--- config.mk ---
export PLATFORM = sky130hd
export DESIGN_NAME = exec_rep_sequencer
export DESIGN_NICKNAME = d
export VERILOG_FILES = /design/src/rtl/exec_rep_sequencer.sv
export SDC_FILE = /design/constraint.sdc
export NUM_CORES = 1
export LEC_CHECK = 0
export ABC_AREA = 1
export ABC_CLOCK_PERIOD_IN_PS = 4600
export BUFFER_PORTS_ARGS = -buffer_cell sky130_fd_sc_hd__buf_2
export CORE_AREA = 2 2 121 211
export DETAILED_ROUTE_END_ITERATION = 8
export DIE_AREA = 0 0 123 213
export PLACE_DENSITY = 0.7
export SETUP_SLACK_MARGIN = 0.2
export SYNTH_ARGS = -nofsm -noshare
export SYNTH_HDL_FRONTEND = slang
export SYNTH_SLANG_ARGS = --single-unit
--- constraint.sdc ---
create_clock -name clk -period 4.6 [get_ports clk]
set_input_delay 0.46 -clock clk [delete_from_list [all_inputs] [get_ports clk]]
set_output_delay 0.46 -clock clk [all_outputs]
set_load 0.02 [all_outputs]
--- src/rtl/exec_rep_sequencer.sv ---
// Sequencer that expands a decoded x86 string instruction (optionally REP-prefixed)
// into one execute beat per element, stepping ESI/EDI and counting ECX down.
module exec_rep_sequencer (
  input  logic        clk,
  input  logic        reset,
  input  logic        flush,
  input  logic        d_valid,
  output logic        d_ready,
  input  logic        d_rep,
  input  logic [31:0] d_ecx,
  input  logic [31:0] d_esi,
  input  logic [31:0] d_edi,
  input  logic [2:0]  d_opsize,
  input  logic        d_df,
  output logic        e_valid,
  input  logic        e_ready,
  output logic [31:0] e_esi,
  output logic [31:0] e_edi,
  output logic [31:0] e_ecx,
  output logic        e_last,
  output logic        e_skip,
  output logic        busy
);

  // Handshakes: a transfer happens on a rising edge where valid & ready are both 1;
  // a producer holding valid keeps its payload stable until that edge, and valid
  // never depends combinationally on ready.
  typedef enum logic {IDLE = 1'b0, ISSUE = 1'b1} state_t;

  state_t      state_q, state_d;
  logic [31:0] esi_q, esi_d;
  logic [31:0] edi_q, edi_d;
  logic [31:0] cnt_q, cnt_d;
  logic [31:0] ecx_q, ecx_d;
  logic [2:0]  step_q, step_d;
  logic        df_q, df_d;
  logic        rep_q, rep_d;

  logic        accept;
  logic        fire;
  logic [2:0]  new_step;
  logic [31:0] step_w;

  always_comb begin
    casez (d_opsize)
      3'b1??:  new_step = 3'd4;
      3'b01?:  new_step = 3'd2;
      default: new_step = 3'd1;
    endcase
  end

  assign step_w  = {29'd0, step_q};
  assign d_ready = (state_q == IDLE);
  assign busy    = (state_q != IDLE);
  assign e_valid = (state_q == ISSUE);
  assign e_esi   = esi_q;
  assign e_edi   = edi_q;
  // cnt_q holds remaining elements including the current beat; zero only for REP with ECX=0.
  assign e_last  = e_valid & (~rep_q | (cnt_q <= 32'd1));
  assign e_skip  = e_valid & rep_q & (cnt_q == 32'd0);
  assign e_ecx   = !rep_q ? ecx_q : ((cnt_q == 32'd0) ? 32'd0 : cnt_q - 32'd1);

  assign accept  = d_valid & d_ready;
  assign fire    = e_valid & e_ready;

  always_comb begin
    state_d = state_q;
    esi_d   = esi_q;
    edi_d   = edi_q;
    cnt_d   = cnt_q;
    ecx_d   = ecx_q;
    step_d  = step_q;
    df_d    = df_q;
    rep_d   = rep_q;
    if (flush) begin
      state_d = IDLE;
    end else begin
      case (state_q)
        IDLE: begin
          if (accept) begin
            state_d = ISSUE;
            esi_d   = d_esi;
            edi_d   = d_edi;
            ecx_d   = d_ecx;
            step_d  = new_step;
            df_d    = d_df;
            rep_d   = d_rep;
            cnt_d   = d_rep ? d_ecx : 32'd1;
          end
        end
        ISSUE: begin
          if (fire) begin
            if (e_last) begin
              state_d = IDLE;
            end else begin
              esi_d = df_q ? (esi_q - step_w) : (esi_q + step_w);
              edi_d = df_q ? (edi_q - step_w) : (edi_q + step_w);
              cnt_d = cnt_q - 32'd1;
            end
          end
        end
        default: state_d = IDLE;
      endcase
    end
  end

  always_ff @(posedge clk) begin
    if (reset) begin
      state_q <= IDLE;
      esi_q   <= 32'd0;
      edi_q   <= 32'd0;
      cnt_q   <= 32'd0;
      ecx_q   <= 32'd0;
      step_q  <= 3'd0;
      df_q    <= 1'b0;
      rep_q   <= 1'b0;
    end else begin
      state_q <= state_d;
      esi_q   <= esi_d;
      edi_q   <= edi_d;
      cnt_q   <= cnt_d;
      ecx_q   <= ecx_d;
      step_q  <= step_d;
      df_q    <= df_d;
      rep_q   <= rep_d;
    end
  end

endmodule

# Yosys cells after proc, flatten, opt, wreduce, memory -nomap -nowiden
# Cells that the tools add are included.
[classes]
magnitude_cmp = 1
addsub = 5
bitwise_logic = 9
mux = 22
n_eq_ne = 4
reduce_logical = 4
[ops]
columns = ["operator", "count"]
rows = [
  ["2-to-1 mux 32 bit", 14],
  ["case mux 32 bit (2 select lines)", 3],
  ["adder 32 x 3 -> 32 bit", 2],
  ["subtractor 32 x 3 -> 32 bit", 2],
  ["less-or-equal comparator 32 x 1 -> 1 bit (second input constant)", 1],
  ["logical NOT 32 bit", 1],
  ["subtractor 32 x 1 -> 32 bit (second input constant)", 1],
  ["case mux 3 bit (2 select lines)", 1],
  ["AND 1 bit", 5],
  ["!= test 2 x 1 -> 1 bit (second input constant)", 2],
  ["AND reduction 4 bit", 1],
  ["2-to-1 mux 1 bit", 3],
  ["NOT 1 bit", 3],
  ["AND reduction 3 bit", 1],
  ["equality test 2 x 1 -> 1 bit (second input constant)", 1],
  ["!= test 2 bit (second input constant)", 1],
  ["case mux 1 bit (2 select lines)", 1],
  ["OR reduction 2 bit", 1],
  ["bitwise OR 1 bit", 1],
]
[totals]
output_inout_bits = 101
regBits = 134
wordCells = 53
input_bits = 106

# Longest topological paths before layout
# Gate-level depths: netlist of the first run.
[logic_depth]
word_depth = 6
ltp_mapped = 20

# Worst setup path before layout of the first run
# Ideal clock, no wire load.
[synth_path]
path_type = "register to register"
startpoint = "register step_q[0]"
endpoint = "register edi_q[28], in the netlist e_edi[28]"
required_ps = 4459
period_less_slack_ps = 4487
slack_ps = 113
arrival_time_ps = 4346
n_path_buf = 0
path_stages_with_launch = 14
cell_sequence = "dfxtp_1 > o31ai_1 > ha_1 > inv_1 > o21ai_0 > nor2_1 > a21boi_0 > nor2_1 > nor2_1 > nand2_1 > nand2_1 > nand2_1 > o21ai_0 > a21oi_2"
[synth_between]
elab_chain_cells = 5
elab_cells_between_ends = 6
[synth_rtl]
columns = ["element", "line_no", "rtl"]
rows = [
  ["from (decl)", "35", "logic [2:0] step_q, step_d;"],
  ["from (signal assigned)", "123", "step_q <= step_d;"],
  ["adder 32 x 3 -> 32 bit / subtractor 32 x 3 -> 32 bit (equally long branches)", "97", "edi_d = df_q ? (edi_q - step_w) : (edi_q + step_w);"],
  ["2-to-1 mux 32 bit (*)", "97", ""],
  ["2-to-1 mux 32 bit (*)", "93", "if (e_last) begin"],
  ["2-to-1 mux 32 bit (*)", "92", "if (fire) begin"],
  ["case mux 32 bit (2 select lines) (*)", "78", "case (state_q)"],
  ["to (signal assigned)", "120", "edi_q <= edi_d;"],
  ["to (decl)", "32", "logic [31:0] edi_q, edi_d;"],
]
# Mark *: on every way between the ends. The rest lies on a longest branch, timed or not. The select of a mux whose other input is x is not followed.
# A chain may end at the register's enable or synchronous reset.

# Final worst setup path of the first run
[layout_path]
startpoint = "register step_q[0]"
endpoint = "register esi_q[29], in the netlist e_esi[29]"
[layout_between]
elab_chain_cells = 5
elab_cells_between_ends = 6
[layout_rtl]
columns = ["element", "line_no", "rtl"]
rows = [
  ["adder 32 x 3 -> 32 bit / subtractor 32 x 3 -> 32 bit (equally long branches)", "96", "esi_d = df_q ? (esi_q - step_w) : (esi_q + step_w);"],
  ["2-to-1 mux 32 bit (*)", "96", ""],
  ["2-to-1 mux 32 bit (*)", "93", ""],
  ["2-to-1 mux 32 bit (*)", "92", ""],
  ["case mux 32 bit (2 select lines) (*)", "78", ""],
  ["to (signal assigned)", "119", "esi_q <= esi_d;"],
  ["to (decl)", "31", "logic [31:0] esi_q, esi_d;"],
]
# Marks and branches as above.

==> run_results.csv, run 1 <==
group,metric,value,unit
grt,grt_pass1_vias,11590,
clock_tree,cts_tree,"done",
setup_path,crit_path_start_kind,"flip-flop",
yosys,synth_cells,1767,
yosys,synth_top_area_share,0.248,
setup_path,ff2ff_path_depth,16,
placed_design,dp_hpwl,27100,um
grt,overflow,0,
sta,setup_viol_count_final,0,
hold_path,whs_endpoint,"e_esi[4]",
placed_design,portBuffers,205,
clock_tree,cts_made_buffers,17,
detailed_routing,drt-initial-drc-count,614,
yosys,synth_area_leaders,"dfxtp_1 25%, nand2_1 14%, a21oi_1 9.0%, nor2_1 8.2%, ha_1 8.2%",
flow_run,max_cap_viol_count,0,
sta,period_share,0.784,
yosys,yosysTopAreaCell,"dfxtp_1",
sta,fin_tns_setup,0,ns
setup_path,crit_path_max_fanout,28,
detailed_routing,route.detailed.wl_per_inst,15.9,um
power,vdd_drop_max,0.280,mV
yosys,avgSynthCellArea,6.13,um^2
power,comb_power_share,0.415,
setup_path,r2r_slack,0.99,ns
power,p_seq_frac,0.283,
floorplanning,row_count,76,
floorplanning,start_util,0.442,
power,p_sw,1.95,mW
clock_tree,cts.sinks,134,
final_layout,final_core_util,0.513,
floorplanning,die_area,0.0262,mm^2
sta,finalHoldViolCount,0,
detailed_routing,vias_per_cell,5.32,
clock_tree,post-cts-setup-buffer-count,0,
setup_path,required,4.93,ns
final_layout,multi_input_area,0.00708,mm^2
hold_path,min_from,"d_esi[4]",
setup_path,end_kind,"flip-flop",
power,p_leak,6.28,nW
yosys,yosys_warnings,0,
detailed_routing,ant_nets,0,
final_layout,layout.nets,2108,
floorplanning,die_h,213,um
setup_path,r2r-start,"step_q[0]",
floorplanning,coreArea,0.0245,mm^2
sta,finalMaxSlewViolations,0,
clock_tree,clk_pin_slew,0.07,ns
power,internal_power,2.70,mW
yosys,synthArstFlopShare,0,
detailed_routing,first_pass_iters,7,
clock_tree,cts_resized,0,
sta,clock.fmax,277,MHz
clock_tree,clk_path_buf_depth,2,
grt,grt_usage,0.277,
sta,rsz0062_at_grt,"no",
final_layout,drive_gt1_frac,0.160,
clock_tree,clock_latency,0.46,ns
sta,fin_crit,3.61,ns
clock_tree,htreeDepth,4,
detailed_routing,wirelength,36000,um
placed_design,gp_congestion,0.976,
power,pwr-share-clk,0.302,
yosys,synth_flop_cell,"dfxtp_1",
clock_tree,hold_buffers,0,
grt,antenna_found_initial,3,
yosys,synth_edf_count,0,
final_layout,mostFrequentLayoutCells,"396 x nand2_1, 237 x nor2_1, 205 x buf_2",
floorplanning,pin_count,207,
final_layout,layout_commonest_cell,"nand2_1",
final_layout,fillers,2618,
outcome,status,"finished clean",
power,p_sw_frac,0.419,
setup_path,worstPathArrival,3.94,ns
hold_path,hold_class,"in2reg",
yosys,syn_nets,1944,
sta,worst_pin_slew,1.08,ns
yosys,synth_area,0.0108,mm^2
yosys,ys_seq_area_frac,0.248,
sta,relSlewSlack,0.277,
setup_path,r2r-end,"e_esi[29]",
grt,grt_pass1_wl,56500,um
setup_path,critical_path_class,"reg2reg",
floorplanning,die_w,123,um
sta,fin_skew,0.00991,ns
yosys,ys_ff_latch,134,
grt,grt_max_degree,67,
yosys,yosysUniqueCellTypes,41,
final_layout,area_growth,16.1,%
clock_tree,cts_root_buf,"clkbuf_16",
hold_path,whs_path_depth,3,
final_layout,ff_latch_area,0.00269,mm^2
detailed_routing,num_vias,12009,
power,powerDensity,369,mW/mm^2
detailed_routing,drc,0,
==> worst max-delay path, stage by stage (launching register included) <==
cell,delay (ns)
dfxtp_1,0.49
inv_1,0.08
ha_1,0.20
ha_1,0.17
or2_2,0.60
ha_1,0.45
inv_1,0.09
o21ai_0,0.13
nor2_1,0.20
a21boi_0,0.47
nor2_1,0.09
nor2_1,0.14
nand2_1,0.07
nand2_1,0.05
nand3_1,0.06
nand2_1,0.11
a21oi_2,0.05
==> Yosys cell counts (all sizes together), types with 14 or more instances <==
master and instances:
xor2 39, nand3 86, nor3 35, a21oi 211, dfxtp 134, ha 71, clkbuf 46, xnor2 14
o21ai 176, nand2 414, buf 25, nor2 240, o22ai 18, inv 194
==> sequential cells by signal, indices dropped and copies added (netlist names) <==
name	cells
rep_q	1
step_q	3
cnt_q	32
e_esi	32
e_edi	32
ecx_q	32
df_q	1
busy	1
==> layer usage <==
metal | track usage | up-vias | part of all wire
li1 | - | 6130 | -
met1 | 0.284 | 5449 | 0.38
met2 | 0.517 | 332 | 0.53
met3 | 0.0443 | 96 | 0.045
met4 | 0.163 | 2 | 0.049
met5 | 0 | - | 0.00036
==> stage by stage <==
stage / cells / hold slack [ns] / cell area [um^2] / worst slack (ns) / power, mW
2_1_floorplan: 1767 / 0.425 / 10800 / 1.13 / 2.73
3_3_place_gp: 2224 / 0.433 / 12000 / 1.01 / 3.23
3_5_place_dp: 2224 / 0.440 / 12000 / 0.972 / 3.25
4_1_cts: 2255 / 0.245 / 12600 / 0.962 / 4.66
5_1_grt: 2255 / 0.286 / 12600 / 0.692 / 4.96
6_report: 2257 / 0.263 / 12600 / 0.992 / 4.65
==> power groups by stage <==
stage	clock network, mW	registers [mW]	logic (mW)
final	1.40	1.32	1.93
after global routing	1.46	1.33	2.17
after CTS	1.42	1.32	1.92
after detailed placement	0	1.34	1.91
after global placement	0	1.34	1.90
after floorplan	0	1.37	1.36
==> cell families (layout without fill, tap and decap cells) <==
group,count (synthesis),count (layout),share of synthesized area
flip-flops,134,134,0.248
other,0,2,0
buffers and inverters,266,442,0.101
AO/OA/AOI/OAI,449,449,0.226
AND/OR/NAND/NOR,794,794,0.301
adder cells (fa/ha/maj),71,71,0.0820
XOR/XNOR,53,53,0.0429
==> how the worst max path moves through the flow <==
stage / startpoint / end / slack, ns
after floorplan: step_q[0] / e_edi[28] / 1.13
after global placement: step_q[0] / e_edi[29] / 1.01
after detailed placement: step_q[0] / e_edi[29] / 0.97
after CTS: step_q[0] / e_edi[29] / 0.96
after global routing: step_q[0] / e_edi[29] / 0.69
final: step_q[0] / e_esi[29] / 0.99
==> layout make-up <==
cell class              count  area share
repair buffers            216      0.0881
clock buffers              19      0.0361
multi-input cells        1367       0.563
flip-flops and latches    134       0.214
clock inverters            12      0.0100
well taps                 312      0.0310
inverters                 195      0.0582
diodes                      2    0.000398
Power figures use the tool's default switching activity.
==> inputs of run 2 (changes only) <==
--- a/config.mk
+++ b/config.mk
@@ -6,7 +6,7 @@
 export NUM_CORES = 1
 export LEC_CHECK = 0
 export ABC_AREA = 1
-export ABC_CLOCK_PERIOD_IN_PS = 4600
+export ABC_CLOCK_PERIOD_IN_PS = 2970
 export BUFFER_PORTS_ARGS = -buffer_cell sky130_fd_sc_hd__buf_2
 export CORE_AREA = 2 2 121 211
 export DETAILED_ROUTE_END_ITERATION = 8
==> constraint.sdc (replaced) <==
create_clock -name clk -period 2.97 [get_ports clk]
set_input_delay 0.297 -clock clk [delete_from_list [all_inputs] [get_ports clk]]
set_output_delay 0.297 -clock clk [all_outputs]
set_load 0.02 [all_outputs]
==> run 2 against run 1 <==
Combinational power increased by 100%. Non-clock buffer count increased by 65. Fmax increased by 32%. Total power increased by 75%. Setup slack got worse by 0.76 ns. Sequential share of layout area decreased by 2.8 points. First-iteration DRC count increased by 29%. Final area increased by 15%. Largest cell class unchanged.
==> run_results.csv, run 2 (synthesis results as in run 1) <==
group,metric,value,unit
setup_path,worstPathArrival,3.05,ns
final_layout,area_growth,33.8,%
setup_path,required,3.28,ns
setup_path,crit_path_max_fanout,4,
grt,grt_pass1_wl,58300,um
setup_path,crit_family,"compound AO/OA/AOI/OAI gates",
power,p_leak,6.82,nW
floorplanning,die_area,0.0262,mm^2
sta,hold_slack,0.0967,ns
power,powerDensity,562,mW/mm^2
floorplanning,die_h,213,um
sta,period_share,0.923,
setup_path,cp.buffers_inverters,4,
clock_tree,hold_buffers,0,
grt,grt_pass1_vias,12066,
sta,fin_tns_setup,0,ns
floorplanning,pin_count,207,
final_layout,layout.nets,2176,
clock_tree,htreeDepth,4,
clock_tree,cts.sinks,134,
final_layout,mostFrequentLayoutCells,"352 x nand2_1, 201 x buf_2, 198 x nor2_1",
detailed_routing,num_vias,12740,
floorplanning,die_w,123,um
detailed_routing,drc,0,
sta,finalMaxSlewViolations,0,
sta,fin_crit,2.74,ns
sta,fin_skew,0.00805,ns
sta,worst_pin_slew,0.832,ns
placed_design,gp_congestion,0.996,
clock_tree,cts_made_buffers,17,
sta,finalWorstSetupSlack,0.229,ns
floorplanning,coreArea,0.0245,mm^2
final_layout,layout_commonest_cell,"nand2_1",
setup_path,critical_path_class,"reg2reg",
detailed_routing,ant_nets,0,
placed_design,dp_slack,0.0225,ns
clock_tree,clk_pin_slew,0.06,ns
setup_path,end_kind,"flip-flop",
outcome,status,"finished clean",
placed_design,portBuffers,205,
grt,antenna_found_initial,3,
detailed_routing,vias_per_cell,5.48,
grt,grt_max_degree,71,
detailed_routing,wirelength,39500,um
hold_path,hold_class,"in2reg",
setup_path,path_cells,"buf_4 > o31ai_4 > buf_6 > buf_8 > buf_6 > ha_1 > a21oi_2 > o21ai_1 > a21oi_1 > nand2_4 > nand2_2 > nand2_1 > nand2_1 > nand3_2 > nand2_2 > a21oi_2",
power,vdd_drop_max,0.445,mV
floorplanning,start_util,0.442,
clock_tree,cts_root_buf,"clkbuf_16",
clock_tree,clk_path_buf_depth,2,
final_layout,layout.cells.non_filler,2325,
sta,setup_viol_count_final,0,
sta,rsz0062_at_grt,"yes",
grt,grt_usage,0.283,
placed_design,dp_hpwl,27200,um
sta,relSlewSlack,0.445,
setup_path,crit_slowest_cell,"dfxtp_2",
detailed_routing,route.detailed.wl_per_inst,17.0,um
clock_tree,cts_tree,"done",
setup_path,crit_path_start_kind,"flip-flop",
final_layout,drive_gt1_frac,0.298,
detailed_routing,drt-initial-drc-count,793,
detailed_routing,first_pass_iters,8,
setup_path,critical_path.max_stage_delay,0.32,ns
power,power,8.15,mW
sta,clock.fmax,365,MHz
grt,overflow,0,
clock_tree,clock_latency,0.45,ns
sta,finalHoldViolCount,0,
flow_run,max_cap_viol_count,0,
placed_design,placedCellCount,2259,
floorplanning,row_count,76,
run 2: final timing paths:
check,start,endpoint,slack (ns),cells past startpoint
min,d_esi[4],e_esi[4],0.1,3
max,step_q[0],e_edi[30],0.23,16
min reg2reg,ecx_q[26],ecx_q[26],0.44,2
max reg2reg,step_q[0],e_edi[30],0.23,16
run 2: power by group:
part	switching, mW	total (mW)	internal, mW
logic	2.45	3.95	1.50
clock network	0.870	2.14	1.27
registers	0.128	2.05	1.93
run 2: area by class of cell:
class	count	area, um^2
Clock inverter	9	101
Multi-Input combinational cell	1370	8340
Inverter	195	737
Antenna cell	1	2.50
Clock buffer	23	468
Timing Repair Buffer	281	1760
Tap cell	312	390
Sequential cell	134	2690
Fill cell	2332	10000
run 2: tightest hold or removal path, delay by kind of cell:
kind	cells	cell delay, ns
buffers and inverters	1	0.08
AOI/OAI and AO/OA	1	0.06
and+or+nand+nor	1	0.07
run 2: per-layer routing:
metal	global-route usage	up-vias	part of all wire
li1	-	6280	-
met1	0.288	5837	0.37
met2	0.525	454	0.52
met3	0.0569	165	0.051
met4	0.162	4	0.066
met5	0	-	0.00068
run 2: timing repair:
| action | CTS | global route |
|---|---|---|
| resized for setup | 88 | 228 |
| gates cloned | 3 | 4 |
| setup buffers | 7 | 19 |
| pin swaps | 20 | 82 |
| endpoints found under the setup margin | 62 | 74 |
run 2: metrics by stage:
step,util,cell area (um^2)
finish,0.591,14500
floorplan,-,10800
global route,0.591,14500
CTS,0.546,13400
detailed placement,0.503,12300
global placement,0.503,12300
==> inputs of run 3 (changes only) <==
--- a/config.mk
+++ b/config.mk
@@ -8,10 +8,11 @@
 export ABC_AREA = 1
 export ABC_CLOCK_PERIOD_IN_PS = 2970
 export BUFFER_PORTS_ARGS = -buffer_cell sky130_fd_sc_hd__buf_2
-export CORE_AREA = 2 2 121 211
+export CORE_AREA = 2 2 128 223
 export DETAILED_ROUTE_END_ITERATION = 8
-export DIE_AREA = 0 0 123 213
-export PLACE_DENSITY = 0.7
+export DIE_AREA = 0 0 130 225
+export HOLD_SLACK_MARGIN = 0.12
+export PLACE_DENSITY = 0.63
 export SETUP_SLACK_MARGIN = 0.2
 export SYNTH_ARGS = -nofsm -noshare
 export SYNTH_HDL_FRONTEND = slang
==> run 3 against run 2 <==
Setup slack got worse by 0.0070 ns. Via count decreased by 1.7%. Clock power increased by 6%. Largest power group unchanged. Register-to-register slack about the same. Total power increased by 1.7%. Largest cell class unchanged. Critical endpoint is now e_edi[19]. Worst hold slack improved by 0.045 ns. Routed wire length increased by 2.1%. Clock skew increased by 0.0027 ns. Final area increased by 1.1%. Non-clock buffer count increased by 5.
==> run_results.csv, run 3 (synthesis results as in run 1) <==
group,metric,value,unit
floorplanning,die_h,225,um
power,p_leak,6.81,nW
final_layout,area_growth,35.2,%
detailed_routing,drc,0,
clock_tree,clock_latency,0.45,ns
detailed_routing,drt-initial-drc-count,551,
sta,rsz0062_at_grt,"yes",
sta,hold_slack,0.141,ns
clock_tree,cts_made_buffers,17,
final_layout,drive_gt1_frac,0.311,
clock_tree,clk_pin_slew,0.06,ns
floorplanning,row_count,80,
clock_tree,cts_tree,"done",
setup_path,required,3.27,ns
grt,grt_max_degree,68,
floorplanning,start_util,0.396,
detailed_routing,ant_nets,0,
power,vdd_drop_max,0.427,mV
hold_path,hold_class,"in2reg",
detailed_routing,wirelength,40300,um
placed_design,dp_hpwl,28900,um
grt,grt_pass1_wl,60000,um
setup_path,worstPathArrival,3.05,ns
clock_tree,cts.sinks,134,
sta,worst_pin_slew,0.785,ns
final_layout,fillers,2776,
floorplanning,die_area,0.0293,mm^2
floorplanning,die_w,130,um
flow_run,max_cap_viol_count,0,
detailed_routing,wl_met2,21600,um
setup_path,crit_slowest_cell,"dfxtp_2",
sta,fin_crit,2.75,ns
sta,finalWorstSetupSlack,0.222,ns
detailed_routing,num_vias,12528,
grt,overflow,0,
final_layout,layout.nets,2181,
setup_path,end_kind,"flip-flop",
sta,period_share,0.925,
final_layout,mostFrequentLayoutCells,"333 x nand2_1, 204 x buf_2, 201 x nor2_1",
clock_tree,htreeDepth,4,
placed_design,placed_area,0.0125,mm^2
final_layout,fin_area,0.0146,mm^2
grt,grt_pass1_vias,11940,
sta,setup_viol_count_final,0,
sta,finalHoldViolCount,0,
setup_path,crit_path_start_kind,"flip-flop",
grt,grt_usage,0.262,
setup_path,crit_path_max_fanout,5,
detailed_routing,vias_per_cell,5.25,
placed_design,gp_congestion,0.946,
sta,finalMaxSlewViolations,0,
detailed_routing,route.detailed.wl_per_inst,16.9,um
sta,clock.fmax,364,MHz
detailed_routing,routed.top_layer,"met5",
sta,fin_skew,0.0108,ns
floorplanning,coreArea,0.0273,mm^2
setup_path,path_cells,"inv_2 > ha_4 > ha_4 > or2_4 > buf_12 > ha_4 > a21oi_4 > o21ai_4 > a21oi_2 > o21ai_2 > nand2_1 > nand2_2 > nand2_1 > nand2_1 > o21ai_2 > a21oi_2",
sta,relSlewSlack,0.477,
setup_path,critical_path.max_stage_delay,0.34,ns
power,powerDensity,565,mW/mm^2
setup_path,critical_path_class,"reg2reg",
outcome,status,"finished clean",
placed_design,portBuffers,205,
clock_tree,cts_root_buf,"clkbuf_16",
placed_design,dp_slack,-0.00478,ns
detailed_routing,drt-met1-wl,14600,um
clock_tree,clk_path_buf_depth,2,
final_layout,layout_commonest_cell,"nand2_1",
floorplanning,pin_count,207,
grt,antenna_found_initial,3,
detailed_routing,wl_met3,1850,um
detailed_routing,first_pass_iters,4,
## run 3: power breakdown
| part | switching [mW] | total, mW | internal, mW |
|---|---|---|---|
| sequential | 0.127 | 2.05 | 1.92 |
| combinational | 2.46 | 3.97 | 1.51 |
| clock | 0.895 | 2.26 | 1.37 |
## run 3: layout make-up
type,instances,area (um^2),share of cell area
multi-input cells,1370,8390,0.573
flip-flops and latches,134,2700,0.184
repair buffers,286,1750,0.119
inverters,195,739,0.0505
well taps,369,462,0.0315
clock buffers,21,460,0.0314
clock inverters,11,149,0.0102
diodes,2,5.00,0.000342
## run 3: through the flow
step	std cells	total power [mW]	setup TNS, ns	utilization
after floorplan	1767	4.23	0	-
after global placement	2324	5.20	-0.0000959	0.456
after detailed placement	2324	5.23	-0.00707	0.456
after CTS	2365	7.70	0	0.494
after global routing	2386	8.80	0	0.536
final	2388	8.28	0	0.536
## run 3: metal layers
layer / vias to the layer above / GRT usage
met2: 329 / 0.503
met5: - / 0
li1: 6292 / -
met4: 2 / 0.131
met1: 5782 / 0.264
met3: 123 / 0.0451
## run 3: worst paths after layout
| check | startpoint | endpoint | cells after the start | slack [ns] |
|---|---|---|---|---|
| worst max register to register | step_q[1] | e_edi[19] | 16 | 0.22 |
| worst max-delay path | step_q[1] | e_edi[19] | 16 | 0.22 |
| worst min register to register | ecx_q[17] | ecx_q[17] | 2 | 0.45 |
| worst min-delay path | d_edi[8] | e_edi[8] | 3 | 0.14 |
## run 3: what timing repair did
item                       4_1_cts  5_1_grt
setup buffers                    4       19
cloned                           3        2
hold endpoints to repair         2        0
hold buffers                     2        0
resized for setup               85      251
setup endpoints to repair       59       77
pin swaps                       11       69
## run 3: worst max-delay path: cells and delay by family, from the launching register on
kind                     cells  cell delay, ns
AND/OR/NAND/NOR              5            0.65
flip-flops                   1            0.34
adder cells (fa/ha/maj)      3            0.60
buffers and inverters        2            0.23
AO/OA/AOI/OAI                6            0.78
